### src/rtl/rs_gf_pkg.sv
// GF(2^8) helpers for the Reed-Solomon decoder, field polynomial x^8+x^4+x^3+x^2+1.
// Shared types and FSM encodings for the syndrome stage.
package rs_gf_pkg;

    typedef logic [7:0]        gf_elem_t;
    typedef logic [7:0][7:0]   gf_mat_t;
    typedef logic [0:254][7:0] gf_pow_table_t;

    typedef enum logic { IN_ACCUM, IN_HOLD } in_state_e;
    typedef enum logic { OUT_IDLE, OUT_DRAIN } out_state_e;

    localparam gf_elem_t GF_POLY = 8'h1D;

    function automatic gf_elem_t gf_xtime(input gf_elem_t a);
        return {a[6:0], 1'b0} ^ (a[7] ? GF_POLY : 8'h00);
    endfunction

    function automatic gf_pow_table_t gf_gen_alpha_pow();
        gf_pow_table_t t;
        gf_elem_t      p;
        p = 8'h01;
        for (int k = 0; k < 255; k++) begin
            t[k] = p;
            p    = gf_xtime(p);
        end
        return t;
    endfunction

    localparam gf_pow_table_t GF_ALPHA_POW = gf_gen_alpha_pow();

    // Row i holds c * x^i, so a product is the XOR of the rows selected by the operand bits.
    function automatic gf_mat_t gf_mul_const(input gf_elem_t c);
        gf_mat_t  m;
        gf_elem_t p;
        p = c;
        for (int i = 0; i < 8; i++) begin
            m[i] = p;
            p    = gf_xtime(p);
        end
        return m;
    endfunction

endpackage

### src/rtl/gf_const_multiplier.sv
// Combinational multiply of a GF(2^8) element by the fixed constant alpha^K.
module gf_const_multiplier
    import rs_gf_pkg::*;
#(
    parameter int K = 1
) (
    input  logic [7:0] a,
    output logic [7:0] y
);

    localparam gf_mat_t M = gf_mul_const(GF_ALPHA_POW[K % 255]);

    always_comb begin
        y = '0;
        for (int i = 0; i < 8; i++) begin
            if (a[i]) y = y ^ M[i];
        end
    end

endmodule

### src/rtl/rs_syndrome_calc.sv
// RS(255,n) syndrome stage: Horner accumulation of 2T syndromes with a double-buffered
// output bank so one codeword drains while the next accumulates.
module rs_syndrome_calc
    import rs_gf_pkg::*;
#(
    parameter int T   = 8,
    parameter int FCR = 0
) (
    input  logic                    clock,
    input  logic                    reset,
    input  logic [7:0]              symbol_in,
    input  logic                    symbol_valid,
    output logic                    symbol_ready,
    output logic [7:0]              syndrome_out,
    output logic [$clog2(2*T)-1:0]  syndrome_index,
    output logic                    syndrome_valid,
    input  logic                    syndrome_ready,
    output logic                    syndromes_done,
    output logic                    error_detected
);

    localparam int NSYN = 2 * T;
    localparam int IDXW = $clog2(NSYN);
    localparam logic [IDXW-1:0] LAST_IDX = IDXW'(NSYN - 1);
    localparam logic [7:0]      LAST_SYM = 8'd254;

    logic [7:0]      acc_q [NSYN];
    logic [7:0]      acc_d [NSYN];
    logic [7:0]      bank_q [NSYN];
    logic [7:0]      bank_d [NSYN];
    logic [7:0]      mul [NSYN];
    logic [7:0]      cnt_q, cnt_d;
    logic [IDXW-1:0] idx_q, idx_d;
    logic            err_q, err_d;
    in_state_e       in_state_q, in_state_d;
    out_state_e      out_state_q, out_state_d;

    logic accept, last_sym, last_xfer, bank_free, load, acc_any;

    for (genvar j = 0; j < NSYN; j++) begin : g_mul
        gf_const_multiplier #(.K(FCR + j)) u_mul (
            .a (acc_q[j]),
            .y (mul[j])
        );
    end

    assign symbol_ready   = (in_state_q == IN_ACCUM);
    assign syndrome_valid = (out_state_q == OUT_DRAIN);
    assign syndrome_out   = bank_q[idx_q];
    assign syndrome_index = idx_q;
    assign syndromes_done = last_xfer;
    assign error_detected = err_q;

    always_comb begin
        accept    = symbol_valid && symbol_ready;
        last_sym  = accept && (cnt_q == LAST_SYM);
        last_xfer = (out_state_q == OUT_DRAIN) && syndrome_ready && (idx_q == LAST_IDX);
        // The bank may be reloaded on the very edge its last syndrome leaves.
        bank_free = (out_state_q == OUT_IDLE) || last_xfer;
        load      = 1'b0;
        acc_d      = acc_q;
        cnt_d      = cnt_q;
        in_state_d = in_state_q;

        case (in_state_q)
            IN_ACCUM: begin
                if (accept) begin
                    for (int j = 0; j < NSYN; j++) begin
                        acc_d[j] = ((cnt_q == 8'd0) ? 8'h00 : mul[j]) ^ symbol_in;
                    end
                    cnt_d = last_sym ? 8'd0 : cnt_q + 8'd1;
                    if (last_sym) begin
                        if (bank_free) load = 1'b1;
                        else           in_state_d = IN_HOLD;
                    end
                end
            end
            IN_HOLD: begin
                if (bank_free) begin
                    load       = 1'b1;
                    in_state_d = IN_ACCUM;
                end
            end
            default: in_state_d = IN_ACCUM;
        endcase

        acc_any = 1'b0;
        for (int j = 0; j < NSYN; j++) begin
            acc_any  = acc_any | (|acc_d[j]);
            bank_d[j] = load ? acc_d[j] : bank_q[j];
        end

        idx_d       = idx_q;
        err_d       = err_q;
        out_state_d = out_state_q;
        case (out_state_q)
            OUT_IDLE: begin
                if (load) begin
                    out_state_d = OUT_DRAIN;
                    idx_d       = '0;
                    err_d       = acc_any;
                end
            end
            OUT_DRAIN: begin
                if (syndrome_ready) begin
                    if (idx_q == LAST_IDX) begin
                        idx_d       = '0;
                        out_state_d = load ? OUT_DRAIN : OUT_IDLE;
                        err_d       = load ? acc_any : 1'b0;
                    end else begin
                        idx_d = idx_q + IDXW'(1);
                    end
                end
            end
            default: out_state_d = OUT_IDLE;
        endcase
    end

    always_ff @(posedge clock or negedge reset) begin
        if (!reset) begin
            for (int j = 0; j < NSYN; j++) begin
                acc_q[j]  <= '0;
                bank_q[j] <= '0;
            end
            cnt_q       <= '0;
            idx_q       <= '0;
            err_q       <= 1'b0;
            in_state_q  <= IN_ACCUM;
            out_state_q <= OUT_IDLE;
        end else begin
            for (int j = 0; j < NSYN; j++) begin
                acc_q[j]  <= acc_d[j];
                bank_q[j] <= bank_d[j];
            end
            cnt_q       <= cnt_d;
            idx_q       <= idx_d;
            err_q       <= err_d;
            in_state_q  <= in_state_d;
            out_state_q <= out_state_d;
        end
    end

endmodule
### config.mk
export PLATFORM = sky130hd
export DESIGN_NAME = rs_syndrome_calc
export DESIGN_NICKNAME = d
export VERILOG_FILES = /design/src/rtl/rs_gf_pkg.sv /design/src/rtl/gf_const_multiplier.sv /design/src/rtl/rs_syndrome_calc.sv
export SDC_FILE = /design/constraint.sdc
export NUM_CORES = 1
export LEC_CHECK = 0
export ABC_AREA = 1
export CAP_MARGIN = 25
export CORE_UTILIZATION = 50
export CTS_BUF_LIST = sky130_fd_sc_hd__clkbuf_8
export CTS_CLUSTER_DIAMETER = 40
export DETAILED_ROUTE_END_ITERATION = 16
export PLACE_DENSITY = 0.69
export SLEW_MARGIN = 20
export SYNTH_ARGS = -nofsm -noshare
export SYNTH_HDL_FRONTEND = slang
export SYNTH_SLANG_ARGS = --single-unit
### constraint.sdc
create_clock -name clock -period 2.1 [get_ports clock]
set_input_delay 0.315 -clock clock [delete_from_list [all_inputs] [get_ports clock]]
set_output_delay 0.315 -clock clock [all_outputs]
set_load 0.1 [all_outputs]
# Yosys cells after proc, flatten, opt, wreduce, memory -nomap -nowiden
# Index checks and enable logic that the tools add are counted.
op_classes:
  n_mux: 171
  bitwise_logic: 146
  n_eq_ne: 5
  order_cmp: 1
  n_reduce_logical: 25
  mul: 0
  shift: 0
  n_div: 0
  add_sub_neg: 2
ops:
  columns: ["operator", "n"]
  rows:
  - ["8-bit 2-to-1 mux", 61]
  - ["128-bit 2-to-1 mux", 2]
  - ["7-bit 2-to-1 mux", 28]
  - ["4-bit NOT", 41]
  - ["6-bit 2-to-1 mux", 27]
  - ["8-bit OR reduction", 16]
  - ["8-bit XOR", 16]
  - ["5-bit 2-to-1 mux", 21]
  - ["3-bit NOT", 22]
  - ["5-bit NOT", 10]
  - ["8-bit binary-select mux with 4-bit select", 1]
  - ["4-bit 2-to-1 mux", 7]
  - ["1-bit NOT (first input constant)", 28]
  - ["3-bit NOT with 4-bit output", 6]
  - ["2-bit NOT with 3-bit output", 5]
  - ["1-bit bitwise OR", 15]
  - ["1-bit 2-to-1 mux", 14]
  - ["3-bit 2-to-1 mux", 3]
  - ["8-bit by 1-bit adder with 8-bit output (second input constant)", 1]
  - ["8-bit == test (second input constant)", 1]
  - ["8-bit zero test", 1]
  - ["1-bit case mux with 2 select lines", 4]
  - ["4-bit case mux with 2 select lines", 1]
  - ["5-bit >= comparator (second input constant)", 1]
  - ["11 further kinds", 18]
word_totals:
  mem_bits_rw: 0
  wordCells: 387
  mem_bits_ro: 0
  mem_count: 0
  input_bits: 12
  output_inout_bits: 16
  latchBits: 0
  ff_bits: 271

# Depth between registers and ports, before layout
logic_depth:
  word_depth: 39
  ltp_mapped: 19
  mapped_depth_nobuf: 18

# Cells and area by module
# Synthesis repeated with hierarchy kept, for this count alone.
unflattened:
  hier_cells: 2594
  hier_area_um2: 17727.0
modules_own_cells:
  columns: ["module", "n_inst", "area_per_inst_um2", "cells_per_inst"]
  rows:
  - ["rs_syndrome_calc", 1, 14629.0, 1993]
  - ["gf_const_multiplier at g_mul[6].u_mul", 1, 280.3, 69]
  - ["gf_const_multiplier at g_mul[12].u_mul", 1, 246.5, 47]
  - ["gf_const_multiplier at g_mul[15].u_mul", 1, 242.7, 49]
  - ["gf_const_multiplier at g_mul[11].u_mul", 1, 239.0, 47]
  - ["gf_const_multiplier at g_mul[5].u_mul", 1, 235.2, 60]
  - ["gf_const_multiplier at g_mul[8].u_mul", 1, 229.0, 41]
  - ["gf_const_multiplier at g_mul[13].u_mul", 1, 216.5, 37]
  - ["gf_const_multiplier at g_mul[9].u_mul", 1, 209.0, 32]
  - ["gf_const_multiplier at g_mul[14].u_mul", 1, 205.2, 37]
  - ["gf_const_multiplier at g_mul[4].u_mul", 1, 201.4, 36]
  - ["gf_const_multiplier at g_mul[7].u_mul", 1, 187.7, 31]
  - ["gf_const_multiplier at g_mul[10].u_mul", 1, 181.4, 30]
  - ["gf_const_multiplier at g_mul[3].u_mul", 1, 157.7, 35]
  - ["+3 rows", null, null, null]

# Worst setup path before layout
# OpenSTA, ideal clock, no wires.
synth_path:
  kind: "flip-flop to flip-flop"
  from: "reg idx_q[0], in the netlist syndrome_index[0]"
  to: "reg bank_q[100] (netlist name)"
  required_time_ns: 1.968
  stages_incl_launch_ff: 11
  n_path_buf: 2
  arrival_time_ns: 3.575
  period_less_slack_ns: 3.706
  slack_ns: -1.606
  path_cell_list: "dfrtp_1 -> ha_1 -> nand3_1 -> nor2_1 -> nor2_1 -> nor2_2 -> inv_2 -> buf_6 -> clkbuf_1 -> nand2_1 -> o21ai_0"
synth_between:
  elab_chain_cells: 7
synth_rtl:
  columns: ["item", "line", "source"]
  rows:
  - ["start: declaration", "rs_syndrome_calc.sv:33", "logic [IDXW-1:0] idx_q, idx_d;"]
  - ["start signal: assignment", "rs_syndrome_calc.sv:136", "idx_q <= idx_d;"]
  - ["4-bit == test (*)", "rs_syndrome_calc.sv:57", "last_xfer = (out_state_q == OUT_DRAIN) && syndrome_ready && (idx_q == LAST_IDX);"]
  - ["1-bit logical AND (*)", "rs_syndrome_calc.sv:57", null]
  - ["net syndromes_done", "rs_syndrome_calc.sv:18", "output logic syndromes_done,"]
  - ["1-bit logical OR (*)", "rs_syndrome_calc.sv:59", "bank_free = (out_state_q == OUT_IDLE) || last_xfer;"]
  - ["1-bit 2-to-1 mux (*)", "rs_syndrome_calc.sv:73, rs_syndrome_calc.sv:79", null]
  - ["1-bit 2-to-1 mux", "rs_syndrome_calc.sv:72", "if (last_sym) begin"]
  - ["1-bit 2-to-1 mux", "rs_syndrome_calc.sv:67", "if (accept) begin"]
  - ["1-bit case mux with 2 select lines (*)", "rs_syndrome_calc.sv:65", "case (in_state_q)"]
  - ["end signal: indexed assignment", "rs_syndrome_calc.sv:133", "bank_q[j] <= bank_d[j];"]
  - ["end: declaration", "rs_syndrome_calc.sv:29", "logic [7:0] bank_q [NSYN];"]
# Mark *: on every way through the listed nets, which the timed path passes. The rest lies on a longest branch.
# A chain may end at the register's enable or synchronous reset.

# Worst setup path after layout
layout_path:
  from: "reg idx_q[0], in the netlist syndrome_index[0]"
  to: "out syndrome_out[1]"
layout_between:
  elab_chain_cells: 4
layout_rtl:
  columns: ["item", "line", "source"]
  rows:
  - ["4-bit NOT with 5-bit output (not written as such)", "rs_syndrome_calc.sv:49", "assign syndrome_out = bank_q[idx_q];"]
  - ["8-bit binary-select mux with 4-bit select", "rs_syndrome_calc.sv:49", null]
  - ["8-bit 2-to-1 mux (not written as such) (2 in a row)", "rs_syndrome_calc.sv:49", null]
  - ["end: declaration", "rs_syndrome_calc.sv:14", "output logic [7:0] syndrome_out,"]
# Every way passes these cells. The select of a mux whose other input is x is not followed.

==> results.toml <==
[clocking]
cts_buffers = 55
clockBufferDepth = 3
htreeDepth = 2
clk_latency_ns = 0.67
clkTransAtPathRegs_ns = 0.07
clockRootBuffer = "clkbuf_8"
cts_sinks = 271
cts_tree = "done"

[power_and_ir_drop]
p_leak_nw = 13.8
vdd_ir_drop_max_v = 0.00163
powerDensity_nw_per_um2 = 1600

[yosys]
seq_area_frac_synth_pct = 39.6
netlist-cell-type-count = 37
syn_area_um2 = 17100
yosys-top-cells-area = "dfrtp_1 40%, nand2_1 24%, inv_1 7.2%"
synthAdderAreaFrac_pct = 0.292
synth_area_per_cell_um2 = 6.35
ys_ff_latch = 271
syn_inst = 2699
yosysTopAreaCell = "dfrtp_1"
synth-edff-count = 0
synth_top_area_share_pct = 39.6
yosysMostFrequentCell = "nand2_1"
synthMuxAreaShare_pct = 0
synth-simple-area-share_pct = 37.1
syn-num-nets = 2715
synthArstFlopShare_pct = 100
synthXorXnorAreaFrac_pct = 2.91
synth_compound_area_share_pct = 9.07
synth_top_family_by_area = "simple AND/OR/NAND/NOR gates"
ys.warnings.count = 0
ys.flop_type = "dfrtp_1"
synthTopCellsByCount = "1,080 x nand2_1, 327 x inv_1, 316 x nor2_1"

[placement]
place_congestion = 0.928
dp_hpwl_mm = 42.1
io_buffers = 27
dpl_cell_area_um2 = 20300

[critical_path]
cpLargestDelayFamily = "buffers and inverters"
crit_path_end = "syndrome_out[1]"
arrival_ns = 2.52
path_cells = "clkinvlp_4 > buf_12 > clkbuf_16 > o21ai_1 > nand3_2 > nand3_2 > nand2_4 > buf_12"
end_kind = "output port"
cp.depth = 8
critical_path_class = "register to output port"
critPathMaxFanout = 8
regToRegEndpoint = "error_detected$_DFFE_PN0P_"
crit_start = "syndrome_index[0]$_DFFE_PN0P_"
crit_path_start_kind = "register"
r2r_slack_ns = -0.73
cp.required_ns = 1.78
cp.buffers_inverters = 4
cpPeakStageDelay_ns = 0.46
cp_slowest_cell = "dfrtp_4"
r2r-start = "cnt_q[0]$_DFFE_PN0P_"
rr_worst_depth = 21

[hold_path]
min_path_type = "primary input to async pin"

[die]
die_w_um = 187
rows = 67
dieArea_um2 = 35000
io_pins = 28
die_y_um = 187
core_um2 = 33600
start_util_pct = 51.0

[route]
vias = 20312
drc = 0
postRouteAntennaNets = 0
drt_iter0_drc = 2413
wl_per_cell_um = 20.7
route.met3.wl_mm = 8.82
dr.pass1.iters = 8
dr.max_layer_used = "met4"
routed-wl-met2_mm = 33.1
drt_wl_total_mm = 74.0
viasPerCell = 5.68
wl_met1_mm = 25.9

[timing]
finClkSkew_ns = 0.0307
rsz0062_at_grt = "true"
slew_violations = 0
max_slew_margin_pct = 61.4
layout_setup_ws_ns = -0.738
min_period_ns = 2.84
finalCritPeriodShare_pct = 135
maxClockFrequency_ghz = 0.352
hold_violations = 0
setup_viol = 137
max_slew.worst_pin.slew_ns = 0.578

[layout]
final_area_um2 = 25300
utilization_pct = 75.1
nets = 3102
antenna_cells = 0
drive_gt1_share_pct = 29.2
fillCellCount = 2337
multi_input_area_um2 = 10300
areaGrowthSynthToFinish_pct = 47.5
ff_latch_area_um2 = 6800

[global_routing]
grt_max_degree = 76
grt_use_total_pct = 36.3
grt_pass1_wl_mm = 98.8
antenna_found_initial = 0
grt_pass1_vias = 18606
grt_overflow = 0

[job]
maxCapViolCount = 0

[run_status]
violations = "negative setup slack"
status = "finished, violations left"
==> final cells by class <==
type / count / share of cell area, %
inverter: 335 / 5.04
multi-input combinational: 1973 / 40.9
timing repair buffer: 450 / 20.2
sequential: 271 / 26.9
clock buffer: 63 / 3.43
tap: 448 / 2.22
clock inverter: 39 / 1.34
==> cell families after synthesis <==
logic type | count (synthesis)
flops | 271
compound gates | 301
xor+xnor | 57
simple gates | 1609
fa+ha+maj | 4
buf+inv | 457
==> registers in the layout, indices dropped and copies added, names as in the netlist <==
name,cells
acc_q,128
bank_q,128
cnt_q,8
error_detected,1
in_state_q,1
syndrome_index,4
syndrome_valid,1
==> worst reg2reg max path: cells and delay by family (launching register included) <==
family	cells	cell delay, ns
AND/OR/NAND/NOR	15	1.51
buffers and inverters	5	0.66
flip-flops	1	0.38
adder cells (fa/ha/maj)	1	0.15
==> cells in the final DEF (no fill, tap or decap), drive strengths merged, types with 22 or more instances in the layout <==
cell	count
o21ai	213
xor2	35
inv	350
nand2	1085
xnor2	22
nand3	183
clkbuf	90
buf	412
a21oi	68
dfrtp	271
nor2	321
==> timing repair <==
action,4_1_cts,5_1_grt
hold buffers,1,0
pin swaps,75,52
setup buffers,28,28
gates cloned,17,39
endpoints found under the hold margin,56,0
gates resized for setup,190,499
endpoints found under the setup margin,133,151
==> worst min path at each step <==
stage               slack (ns)                    to  cells after the start   from
floorplan                 0.02    acc_q[0]$_DFF_PN0_                      0  reset
global placement          0.30  cnt_q[6]$_DFFE_PN0P_                      1  reset
detailed placement        0.29  cnt_q[4]$_DFFE_PN0P_                      1  reset
CTS                       0.17  cnt_q[4]$_DFFE_PN0P_                      2  reset
global route              0.21  cnt_q[4]$_DFFE_PN0P_                      2  reset
finish                    0.19  cnt_q[4]$_DFFE_PN0P_                      2  reset
==> through the flow <==
step / cells / worst slack [ns] / total power [mW] / hold WS [ns] / setup TNS (ns)
2_1_floorplan: 2699 / -0.180 / 21.3 / 0.0194 / -18.87
4_1_cts: 3521 / -0.563 / 37.6 / 0.171 / -8.04
3_5_place_dp: 3376 / -0.662 / 29.9 / 0.294 / -55.43
5_1_grt: 3579 / -0.796 / 42.7 / 0.207 / -44.06
3_3_place_gp: 3376 / -0.640 / 29.5 / 0.296 / -52.74
6_report: 3579 / -0.738 / 40.3 / 0.193 / -37.36
==> report_power, final <==
group | switching, mW | internal, mW | total, mW | leakage, nW
sequential | 1.97 | 6.81 | 8.78 | 3.22
clock | 2.72 | 3.40 | 6.12 | 0.651
combinational | 15.5 | 9.93 | 25.4 | 9.92
total | 20.2 | 20.1 | 40.3 | 13.8
==> layer usage <==
| layer | global-route usage (%) | vias to the layer above |
|---|---|---|
| li1 | - | 9107 |
| met1 | 44.8 | 9452 |
| met2 | 59.1 | 1295 |
| met3 | 8.57 | 458 |
| met4 | 18.6 | 0 |
| met5 | 0 | - |
Power figures use the tool's default switching activity.
